`src/rtl/ad9866_spi_responder.sv`:
```
// AD9866 serial-port responder: decodes 16-bit SPI frames into a 32x8 shadow
// register file and answers read frames on sdo.
// Optional feature macro: AD9866_SPI_RESP_READBACK_EN (enables read frames on sdo).
module ad9866_spi_responder #(
  parameter int unsigned NREG = 32,
  localparam int unsigned AW = $clog2(NREG)
) (
  input  logic          clk,
  input  logic          rst,
  input  logic          sclk,
  input  logic          sen_n,
  input  logic          sdio,
  output logic          sdo,
  output logic          sdo_oe,
  output logic          wr_stb,
  output logic [6:0]    wr_addr,
  output logic [7:0]    wr_data,
  input  logic [AW-1:0] rd_addr,
  output logic [7:0]    rd_data
);

  typedef enum logic [1:0] {IDLE, INSTR, DATA, DONE} state_t;

  state_t      state;
  logic [3:0]  bit_cnt;
  logic [7:0]  shreg;
  logic [7:0]  instr;
  logic [7:0]  regs [NREG];

  logic sclk_s1, sclk_s2, sclk_s3;
  logic sen_s1, sen_s2, sen_s3;
  logic sdio_s1, sdio_s2;
  logic sclk_rise, sen_fall, sen_rise;

  // Synchronizers; sen stages reset low so a frame already in flight at reset release is never seen as starting
  always_ff @(posedge clk or posedge rst) begin
    if (rst) begin
      {sclk_s1, sclk_s2, sclk_s3} <= 3'b000;
      {sen_s1, sen_s2, sen_s3}    <= 3'b000;
      {sdio_s1, sdio_s2}          <= 2'b00;
    end else begin
      {sclk_s1, sclk_s2, sclk_s3} <= {sclk, sclk_s1, sclk_s2};
      {sen_s1, sen_s2, sen_s3}    <= {sen_n, sen_s1, sen_s2};
      {sdio_s1, sdio_s2}          <= {sdio, sdio_s1};
    end
  end

  assign sclk_rise = sclk_s2 & ~sclk_s3;
  assign sen_fall  = ~sen_s2 & sen_s3;
  assign sen_rise  = sen_s2 & ~sen_s3;

  // Frame decoder FSM with registered write-commit outputs
  always_ff @(posedge clk or posedge rst) begin
    if (rst) begin
      state   <= IDLE;
      bit_cnt <= 4'd0;
      shreg   <= 8'h00;
      instr   <= 8'h00;
      wr_stb  <= 1'b0;
      wr_addr <= 7'h00;
      wr_data <= 8'h00;
    end else begin
      wr_stb <= 1'b0;
      if (sen_rise) begin
        state <= IDLE;
      end else if (sen_fall) begin
        state   <= INSTR;
        bit_cnt <= 4'd0;
      end else begin
        case (state)
          INSTR: if (sclk_rise) begin
            shreg   <= {shreg[6:0], sdio_s2};
            bit_cnt <= bit_cnt + 4'd1;
            if (bit_cnt == 4'd7) begin
              instr <= {shreg[6:0], sdio_s2};
              state <= DATA;
            end
          end
          DATA: if (sclk_rise) begin
            shreg   <= {shreg[6:0], sdio_s2};
            bit_cnt <= bit_cnt + 4'd1;
            if (bit_cnt == 4'd15) begin
              state <= DONE;
              if (!instr[7]) begin
                wr_stb  <= 1'b1;
                wr_addr <= instr[6:0];
                wr_data <= {shreg[6:0], sdio_s2};
              end
            end
          end
          default: ;
        endcase
      end
    end
  end

  // Register file update one cycle behind the decoder so a same-cycle local read sees the old value
  always_ff @(posedge clk or posedge rst) begin
    if (rst) begin
      for (int i = 0; i < int'(NREG); i++) regs[i] <= 8'h00;
    end else if (wr_stb && (32'(wr_addr) < NREG)) begin
      regs[wr_addr[AW-1:0]] <= wr_data;
    end
  end

  assign rd_data = regs[rd_addr];

`ifdef AD9866_SPI_RESP_READBACK_EN
  logic       sclk_fall;
  logic [7:0] snap;
  logic [6:0] rd_frame_addr;

  assign sclk_fall     = ~sclk_s2 & sclk_s3;
  assign rd_frame_addr = {shreg[5:0], sdio_s2};

  // Read path: snapshot on the 8th rising edge, shift out MSB first on data-phase falling edges
  always_ff @(posedge clk or posedge rst) begin
    if (rst) begin
      sdo    <= 1'b0;
      sdo_oe <= 1'b0;
      snap   <= 8'h00;
    end else if (sen_rise) begin
      sdo    <= 1'b0;
      sdo_oe <= 1'b0;
    end else if (sen_fall) begin
      sdo_oe <= 1'b0;
    end else if (state == INSTR && sclk_rise && bit_cnt == 4'd7) begin
      snap <= (shreg[6] && (32'(rd_frame_addr) < NREG)) ? regs[rd_frame_addr[AW-1:0]] : 8'h00;
    end else if (state == DATA && sclk_fall && instr[7]) begin
      sdo    <= snap[7];
      snap   <= {snap[6:0], 1'b0};
      sdo_oe <= 1'b1;
    end
  end
`else
  assign sdo    = 1'b0;
  assign sdo_oe = 1'b0;
`endif

endmodule

```
`config.mk`:
```
export PLATFORM = sky130hd
export DESIGN_NAME = ad9866_spi_responder
export DESIGN_NICKNAME = d
export VERILOG_FILES = /design/src/rtl/ad9866_spi_responder.sv
export SDC_FILE = /design/constraint.sdc
export NUM_CORES = 1
export LEC_CHECK = 0
export BUFFER_PORTS_ARGS = -buffer_cell sky130_fd_sc_hd__clkbuf_2
export CORE_ASPECT_RATIO = 0.7
export CORE_UTILIZATION = 45
export CTS_CLUSTER_SIZE = 40
export DETAILED_ROUTE_END_ITERATION = 7
export SKIP_CTS_REPAIR_TIMING = 1
export SYNTH_ARGS = -nofsm -noshare
export SYNTH_HDL_FRONTEND = slang
export SYNTH_SLANG_ARGS = --single-unit
```
`constraint.sdc`:
```
create_clock -name clk -period 21.2 [get_ports clk]
set_input_delay 2.12 -clock clk [delete_from_list [all_inputs] [get_ports clk]]
set_output_delay 2.12 -clock clk [all_outputs]
set_load 0.02 [all_outputs]
```
Word-level counts from Yosys, hierarchy flattened

Index checks and enable logic that the tools add are counted.

Output and inout bits: 26
Bits in read-only memories: 0
Memories kept: 0
Input port bits: 10
Latch bits: 0
Bits in registers: 301
RAM bits: 0
Logic and storage cells: 104

Magnitude comparators: 4
Reductions and logical operators: 11
Div/mod/pow operators: 0
$add $sub $neg: 1
Muxes and demuxes: 22
Eq/ne operators: 8
Shift-type cells: 0
Multipliers: 0
Bitwise logic cells: 11

Operators with widths:

| cell                  | count |
|---|---|
| $bwmux W256           | 1 |
| $bmux W8 S5           | 1 |
| $demux W8 S5          | 1 |
| $mux W8               | 3 |
| $ne A4 B4 Y1 const B  | 4 |
| $ge A6 B6 Y1 const B  | 2 |
| $mux W2               | 6 |
| $mux W4               | 3 |
| $not A5 Y6            | 2 |
| $reduce_and A5 Y1     | 2 |
| $lt A7 B6 Y1 const B  | 1 |
| $lt A6 B1 Y1 const B  | 1 |
| $mux W1               | 6 |
| $not A1 Y1            | 6 |
| $reduce_and A6 Y1     | 1 |
| $add A4 B1 Y4 const B | 1 |
| $eq A4 B3 Y1 const B  | 1 |
| $eq A4 B4 Y1 const B  | 1 |
| $pmux W2 S2           | 1 |
| $reduce_and A4 Y1     | 1 |
| $reduce_bool A2 Y1    | 2 |
| $reduce_bool A4 Y1    | 1 |
| $and A1 B1 Y1         | 3 |
| $reduce_and A3 Y1     | 1 |
| other kinds (4)       | 5 |

Logic depth before layout (Yosys ltp)

Gate-level depths: netlist (run 1).

Depth after elaboration: 6
Mapped depth: 7
Mapped depth without buffers: 6

Least setup slack after synthesis (run 1)

Ideal clock, no wire load.

Kind: input to output
From: in rd_addr[1]
To: out rd_data[3]
Required time: 19080 ps
Setup slack: 15519 ps
Stages on the path: 5
Arrival time: 3561 ps
Buffers on the path: 2
Path through: buf_6 > buf_4 > mux4_2 > o22ai_1 > nor4_1

Word-level cells in the longest chain between the ends: 4

RTL lines:

| what                                       | RTL line | RTL |
|---|---|---|
| start: declaration                         | 18       | `input logic [AW-1:0] rd_addr,` |
| $not A5 Y6 (implied by the code)           | 106      | `assign rd_data = regs[rd_addr];` |
| $bmux W8 S5                                | 106      |  |
| $mux W8 (implied by the code) (2 in a row) | 106      |  |
| end: declaration                           | 19       | `output logic [7:0] rd_data` |

No other way between the ends. The select of a mux whose other input is x is not followed.

Final worst setup path (run 1)

From: in rd_addr[1]
To: out rd_data[7]

The elaborated chain is that of the path after synthesis.

==> results of run 1 <==
-- synth_stat cells (4+ instances only) --
| cell | n |
|---|---|
| a21oi_1 | 5 |
| and2_1 | 4 |
| buf_2 | 12 |
| buf_4 | 9 |
| buf_6 | 5 |
| clkbuf_1 | 28 |
| dfrtp_1 | 301 |
| ha_1 | 6 |
| inv_1 | 8 |
| mux2_2 | 286 |
| mux4_2 | 64 |
| nand2_1 | 16 |
| nand2_2 | 8 |
| nand3b_1 | 4 |
| nor2_1 | 10 |
| nor2_2 | 5 |
| nor2_4 | 9 |
| nor4_1 | 9 |
| o21ai_0 | 5 |
| o22ai_1 | 32 |
-- area by class of cell --
cell class / instances / area, µm² / share of cell area [%]
tap: 378 / 473 / 3.16
sequential: 301 / 7530 / 50.2
clock inverter: 12 / 121 / 0.810
timing repair buffer: 44 / 250 / 1.67
clock buffer: 43 / 871 / 5.81
multi-input combinational: 503 / 5710 / 38.1
inverter: 8 / 37.5 / 0.250
-- cells by family after synthesis --
| kind of cell | Yosys count | synth area share [%] |
|---|---|---|
| compound gates | 49 | 2.26 |
| fa+ha+maj | 6 | 0.553 |
| buf+inv | 66 | 2.47 |
| flops | 301 | 55.5 |
| mux | 351 | 34.4 |
| other cells | 1 | 0.0276 |
| simple gates | 95 | 4.75 |
-- worst max-delay path: stages --
cell and delay, ns:
buf_4 0.44, buf_4 0.70, mux4_2 0.37, o22ai_1 0.10, nor4_1 0.53, clkbuf_2 0.28
-- sequential cells by signal, indices dropped and copies added, names as in the netlist --
register,cells
instr,8
shreg,7
sclk_s2,1
sen_s2,1
sdio_s1,1
sclk_s1,1
regs,256
wr_stb,1
wr_addr,7
sdio_s2,1
state,2
wr_data,8
sclk_s3,1
bit_cnt,4
sen_s1,1
sen_s3,1
-- per-layer routing --
| metal | part of all wire, % | track usage, % | wire [µm] |
|---|---|---|---|
| met1 | 47 | 33.0 | 15500 |
| met2 | 47 | 34.4 | 15300 |
| met3 | 4.2 | 3.85 | 1370 |
| met4 | 1.8 | 4.74 | 573 |
| met5 | 0 | 0 | 0 |
-- stage by stage --
| stage | utilization (%) | std cells | power [mW] |
|---|---|---|---|
| after floorplan | - | 870 | 0.664 |
| after global placement | 47.8 | 1234 | 0.686 |
| after detailed placement | 47.8 | 1234 | 0.691 |
| after CTS | 51.2 | 1289 | 1.23 |
| after global routing | 51.2 | 1289 | 1.26 |
| final | 51.2 | 1289 | 1.22 |
-- worst paths after layout --
| path | start | to | slack [ns] | cells after the start |
|---|---|---|---|---|
| worst max-delay path | rd_addr[1] | rd_data[7] | 14.50 | 6 |
| worst min-delay path | sen_s1 | sen_s2 | 0.35 | 0 |
| worst max register to register | wr_addr[0] | regs[254] | 18.33 | 4 |
| worst min register to register | sen_s1 | sen_s2 | 0.35 | 0 |
| max in group asynchronous | rst | regs[101] | 16.81 | 4 |
| min in group asynchronous | rst | state[1] | 1.71 | 2 |
-- power groups by stage --
stage	sequential [mW]	clock, mW	combinational [mW]
detailed placement	0.611	0	0.0796
CTS	0.601	0.547	0.0800
finish	0.601	0.536	0.0790
floorplan	0.604	0	0.0603
global placement	0.610	0	0.0759
global route	0.603	0.572	0.0877
==> metrics.yaml, run 1 <==
status:
  status: "finished, final reports clean"
power_and_ir_drop:
  power_frac_seq_pct: 49.4
  p_sw_share_pct: 24.1
  power_per_cell_area_mw_per_mm2: 81.1
  combPwrFrac_pct: 6.5
  intPower_mw: 0.922
  clock_power_share_pct: 44.1
  ir_worst_vdd_mv: 0.0648
  power.net_switching_mw: 0.293
  power.leakage_nw: 7.23
placement:
  gp_congestion: 0.766
  pre_cts_ws_ns: 14.41
  port_buffers: 33
  place_area_mm2: 0.0140
  dp_hpwl_um: 20900
synthesis:
  ys.flop_type: "dfrtp_1"
  ys_warn_count: 0
  synth_cells: 869
  synth_top_area_share_pct: 55.5
  synth_edf_count: 0
  async_flop_share_pct: 100
  synth_area_mm2: 0.0136
  ys_ff_latch: 301
  synth.area.top_cells: "dfrtp_1 56%, mux2_2 24%, mux4_2 11%"
  synth.largest_area_cell: "dfrtp_1"
  seq_area_frac_synth_pct: 55.5
  yosysUniqueCellTypes: 50
  syn_avg_cell_area_um2: 15.6
setup_path:
  worst-setup-path-type: "primary input to output port"
  end_kind: "output port"
  cp.arrival_ns: 4.58
  cp-start-kind: "primary input"
  crit_required_ns: 19.08
  crit_fanout: 38
route:
  via_per_inst: 6.00
  via_count: 7733
  drt_iter0_markers: 476
  wl_per_cell_um: 25.3
  drtAntennaViolNets: 0
  routed_wl_um: 32700
  drc: 0
  dr.pass1.iters: 6
worst_hold_path:
  hold_path.class: "register to register"
finish:
  fin_area_mm2: 0.0150
  diodes: 0
  drive_gt1_share_pct: 52.1
  final_cell_mix: "301 x dfrtp_1, 286 x mux2_2, 64 x mux4_2"
  mostFrequentLayoutCell: "dfrtp_1"
  area_growth_pct: 10.5
  fillCellCount: 2382
  nNetsFinal: 904
timing:
  finalHoldViolCount: 0
  fin_crit_ns: 6.70
  holdWs_ns: 0.351
  setup_tns_ns: 0
  fmax_mhz: 149
  skew_ns: 0.0112
  worstMarginPinSlew_ns: 1.31
  relSlewSlack_pct: 12.9
  post-route-period-util_pct: 31.6
  slew_violations: 0
  setup_violations: 0
  grt_setup_unrepaired: "no"
  finalWorstSetupSlack_ns: 14.50
clocking:
  cts-root-buf: "clkbuf_16"
  clk_pin_slew_ns: 0.06
  cts_tree: "built"
  htree_levels: 1
  clk_path_buf_depth: 3
  clk_latency_ns: 0.56
  numCtsBuffers: 30
  cts_num_sinks: 301
die:
  pin_count: 36
  initial_core_util_pct: 46.3
  die_y_um: 147
  dieWidth_um: 210
  rows: 52
  die-area_mm2: 0.0309
  core-area_mm2: 0.0293
global_route:
  grt_pass1_wl_um: 51400
  antenna_found_initial: 0
  grt_use_total_pct: 22.2
  grt_pass1_vias: 8171
  overflow: 0
  grt_max_degree: 151
flow_run:
  maxCapViolCount: 0
Note: power is estimated with default switching activity, not from simulation.
==> run 2, diff against run 1 <==
- clock period: 21.2 -> 6.3 ns (I/O delays scaled with it)
==> run 2 against run 1 <==
  * Clock power grew to 3.3 times the previous value
  * Largest cell class unchanged
  * Sequential cell count is the same
  * First-iteration DRC count shrank 5.5%
==> metrics.yaml, run 2 (synthesized netlist as in run 1, its figures left out) <==
status:
  status: "finished, final reports clean"
clocking:
  cts-root-buf: "clkbuf_16"
  htree_levels: 1
  cts_num_sinks: 301
  numCtsBuffers: 30
  cts_tree: "built"
  clk_pin_slew_ns: 0.06
  clk_latency_ns: 0.57
  clk_path_buf_depth: 3
worst_hold_path:
  whs_path_depth: 1
  whs_endpoint: "sen_s1"
  hp-start: "sen_n"
  hold_path.class: "primary input to register"
timing:
  post-route-period-util_pct: 60.7
  fmax_mhz: 261
  worstMarginPinSlew_ns: 1.33
  grt_setup_unrepaired: "no"
  slew_violations: 0
  relSlewSlack_pct: 11.1
  setup_tns_ns: 0
  finalHoldViolCount: 0
  fin_crit_ns: 3.83
  setup_violations: 0
  skew_ns: 0.0131
  holdWs_ns: 0.174
die:
  initial_core_util_pct: 46.3
  dieWidth_um: 210
  pin_count: 36
  die_y_um: 147
  core-area_mm2: 0.0293
  die-area_mm2: 0.0309
  rows: 52
setup_path:
  cp-start-kind: "primary input"
  cp.arrival_ns: 3.20
  crit_required_ns: 5.67
  r2r-start: "wr_addr[5]"
  end_kind: "output port"
  timing.rr.end: "regs[247]"
  worst-setup-path-type: "primary input to output port"
  worstRegToRegCells: 4
  crit_fanout: 41
  reg2reg_slack_ns: 3.44
finish:
  diodes: 0
  reg_top3: "regs (256), instr (8), wr_data (8)"
  area_growth_pct: 10.4
  largest_reg_flops: 256
  nNetsFinal: 905
  mostFrequentLayoutCell: "dfrtp_1"
  drive_gt1_share_pct: 51.8
  regMostFlops: "regs"
  final_cell_mix: "301 x dfrtp_1, 286 x mux2_2, 64 x mux4_2"
power_and_ir_drop:
  ir_worst_vdd_mv: 0.196
  power.leakage_nw: 7.21
  power_per_cell_area_mw_per_mm2: 270
placement:
  gp_congestion: 0.816
  port_buffers: 33
  dp_hpwl_um: 20900
global_route:
  grt_max_degree: 167
  antenna_found_initial: 0
  overflow: 0
  grt_use_total_pct: 21.7
  grt_pass1_vias: 8279
  grt_pass1_wl_um: 50600
route:
  drtAntennaViolNets: 0
  wl_per_cell_um: 25.1
  routed_wl_um: 32200
  drt_iter0_markers: 450
  via_count: 7784
  via_per_inst: 6.06
  drc: 0
  dr.pass1.iters: 5
flow_run:
  maxCapViolCount: 0
run 2: worst max path at each step:
stage / start / end / slack (ns) / depth (start not counted)
final: rd_addr[2] / rd_data[7] / 2.47 / 6
after detailed placement: rd_addr[2] / rd_data[2] / 2.46 / 6
after global placement: rd_addr[2] / rd_data[1] / 2.53 / 6
after CTS: rd_addr[2] / rd_data[2] / 2.45 / 6
after global routing: rd_addr[2] / rd_data[2] / 2.39 / 6
after floorplan: rst / bit_cnt[0] / 1.67 / 1
run 2: metal layers:
layer	GRT usage (%)	wire, µm	vias up
met5	0	0	-
met4	4.93	598	0
met3	6.84	2430	50
met2	32.2	14500	229
met1	31.1	14700	4208
li1	-	-	3297
run 2: final cells by class:
type	count	area, µm²
Fill cell	2392	14300
Sequential cell	301	7530
Multi-Input combinational cell	503	5710
Clock buffer	47	916
Tap cell	378	473
Timing Repair Buffer	45	270
Clock inverter	3	43.8
Inverter	8	33.8
run 2: power breakdown:
| group | switching (mW) | leakage (nW) | internal (mW) |
|---|---|---|---|
| combinational | 0.183 | 2.57 | 0.0961 |
| sequential | 0.0458 | 4.17 | 1.97 |
| clock | 0.727 | 0.471 | 1.03 |
run 2: worst max-delay path: stages:
cell,delay (ns)
clkbuf_2,0.58
buf_4,0.64
mux4_2,0.33
o22ai_1,0.08
nor4_1,0.61
clkbuf_2,0.28
run 2: through the flow:
| step | area, µm² | setup slack [ns] | utilization (%) | total power, mW | cells |
|---|---|---|---|---|---|
| 6_report | 15000 | 2.47 | 51.1 | 4.05 | 1285 |
| 5_1_grt | 15000 | 2.39 | 51.1 | 4.21 | 1285 |
| 4_1_cts | 15000 | 2.45 | 51.1 | 4.09 | 1285 |
| 3_5_place_dp | 14000 | 2.46 | 47.9 | 2.33 | 1235 |
| 3_3_place_gp | 14000 | 2.53 | 47.9 | 2.31 | 1235 |
| 2_1_floorplan | 13600 | 1.67 | - | 2.24 | 870 |
==> run 3, diff against run 2 <==
- clock period: 6.3 -> 3.67 ns (I/O delays scaled with it)
==> run 3 against run 2 <==
  * Combinational power rose by 72%
  * First-iteration DRC count rose by 9.3%
  * Utilization rose by 0.75 points
  * Hold slack improved by 0.18 ns
  * Critical endpoint is now rd_data[1]
  * Global-route usage rose by 0.12 points
  * Via count fell by 1.1%
  * Non-clock buffer count rose by 14
  * Count of clock-buffer cells in the layout fell by 1
  * Critical path depth did not move
  * Clock power rose by 82%
  * Die area did not move
==> metrics.yaml, run 3 (synthesized netlist as in run 1, its figures left out) <==
route:
  routed_wl_um: 32200
  wl_per_cell_um: 24.7
  via_per_inst: 5.91
  drtAntennaViolNets: 0
  dr.pass1.iters: 5
  drt_iter0_markers: 492
  drc: 0
  via_count: 7698
timing:
  worstMarginPinSlew_ns: 1.22
  finalWorstSetupSlack_ns: 0.882
  fmax_mhz: 359
  finalHoldViolCount: 0
  slew_violations: 0
  relSlewSlack_pct: 18.4
  skew_ns: 0.0185
  fin_crit_ns: 2.79
  grt_setup_unrepaired: "no"
  setup_tns_ns: 0
  setup_violations: 0
  post-route-period-util_pct: 76.0
finish:
  area_growth_pct: 12.0
  layout.area.seq_mm2: 0.00753
  regMostFlops: "regs"
  drive_gt1_share_pct: 52.4
  largest_reg_flops: 256
  diodes: 0
  mostFrequentLayoutCell: "dfrtp_1"
  nNetsFinal: 919
  reg_top3: "regs (256), instr (8), wr_data (8)"
  multi_input_area_mm2: 0.00571
  final_cell_mix: "301 x dfrtp_1, 286 x mux2_2, 64 x mux4_2"
  fillCellCount: 2371
global_route:
  grt_max_degree: 105
  overflow: 0
  grt_use_total_pct: 21.8
  antenna_found_initial: 1
  grt_pass1_wl_um: 50800
  grt_pass1_vias: 8365
clocking:
  numCtsBuffers: 30
  cts_tree: "built"
  cts_num_sinks: 301
  clk_pin_slew_ns: 0.06
  clk_latency_ns: 0.56
  htree_levels: 1
  clk_path_buf_depth: 3
  cts-root-buf: "clkbuf_16"
die:
  initial_core_util_pct: 46.3
  pin_count: 36
  rows: 52
  core-area_mm2: 0.0293
  dieWidth_um: 210
  die_y_um: 147
  die-area_mm2: 0.0309
setup_path:
  cp-startpoint: "rd_addr[2]"
  path_common_cell: "clkbuf_2"
  crit_slowest_cell: "clkbuf_2"
  critPathBufInv: 3
  slowest_delay_ns: 0.53
  worstRegToRegCells: 3
  path_cells: "clkbuf_2 -> buf_4 -> mux4_2 -> o22ai_1 -> nor4_1 -> clkbuf_2"
  crit_required_ns: 3.30
  crit_family: "buffers and inverters"
  timing.rr.end: "regs[251]"
  worst-setup-path-type: "primary input to output port"
  reg2reg_slack_ns: 1.07
  cp.arrival_ns: 2.42
  end_kind: "output port"
  cp-start-kind: "primary input"
  r2r-start: "wr_addr[3]"
  crit_fanout: 21
power_and_ir_drop:
  ir_worst_vdd_mv: 0.322
  power.leakage_nw: 7.32
  power_per_cell_area_mw_per_mm2: 469
worst_hold_path:
  hold_path.class: "register to register"
  hp-start: "sclk_s1"
  whs_path_depth: 0
  whs_endpoint: "sclk_s2"
placement:
  pre_cts_ws_ns: 0.818
  port_buffers: 33
  dp_hpwl_um: 21500
  gp_congestion: 0.792
flow_run:
  maxCapViolCount: 0
status:
  status: "finished, final reports clean"
==> run 3: changes by cell type in the layout (fill, tap and decap cells not counted) <==
cell,delta
buf_4,+7
clkinv_2,+4
dlygate4sd3_1,+4
buf_12,+3
bufinv_16,+2
clkbuf_1,-1
clkinv_4,-1
==> run 3: metrics by stage <==
| step | power (mW) | cell area (µm²) | hold WS [ns] | utilization [%] | cells |
|---|---|---|---|---|---|
| 6_report | 7.13 | 15200 | 0.350 | 51.9 | 1303 |
| 5_1_grt | 7.40 | 15200 | 0.351 | 51.9 | 1303 |
| 4_1_cts | 7.19 | 15200 | -0.105 | 51.8 | 1299 |
| 3_5_place_dp | 4.00 | 14100 | 0.336 | 48.3 | 1245 |
| 3_3_place_gp | 3.97 | 14100 | 0.340 | 48.3 | 1245 |
| 2_1_floorplan | 3.84 | 13600 | 0.331 | - | 870 |
==> run 3: worst max path at each step <==
| stage | to | slack [ns] | depth (start not counted) |
|---|---|---|---|
| final | rd_data[1] | 0.88 | 6 |
| after global routing | rd_data[6] | 0.76 | 7 |
| after CTS | rd_data[1] | 0.80 | 6 |
| after detailed placement | rd_data[1] | 0.82 | 6 |
| after global placement | rd_data[6] | 0.81 | 6 |
| after floorplan | bit_cnt[0] | -0.70 | 1 |
==> run 3: final cells by class <==
type,instances,share of cell area [%]
clock inverters,8,0.758
inverters,8,0.222
well taps,378,3.11
flip-flops and latches,301,49.6
multi-input cells,503,37.5
clock buffers,46,6.00
repair buffers,59,2.78
==> run 3: where the power goes <==
part / switching, mW / internal [mW] / total, mW
clock network: 1.28 / 1.91 / 3.19
logic: 0.305 / 0.176 / 0.481
registers: 0.0846 / 3.38 / 3.46
==> run 3: layer usage <==
| metal | global-route usage [%] | vias up | part of all wire, % |
|---|---|---|---|
| met5 | 0 | - | 0.040 |
| met4 | 5.62 | 2 | 2.0 |
| met3 | 5.94 | 52 | 6.7 |
| met2 | 32.8 | 203 | 45 |
| met1 | 31.4 | 4131 | 47 |
| li1 | - | 3310 | - |
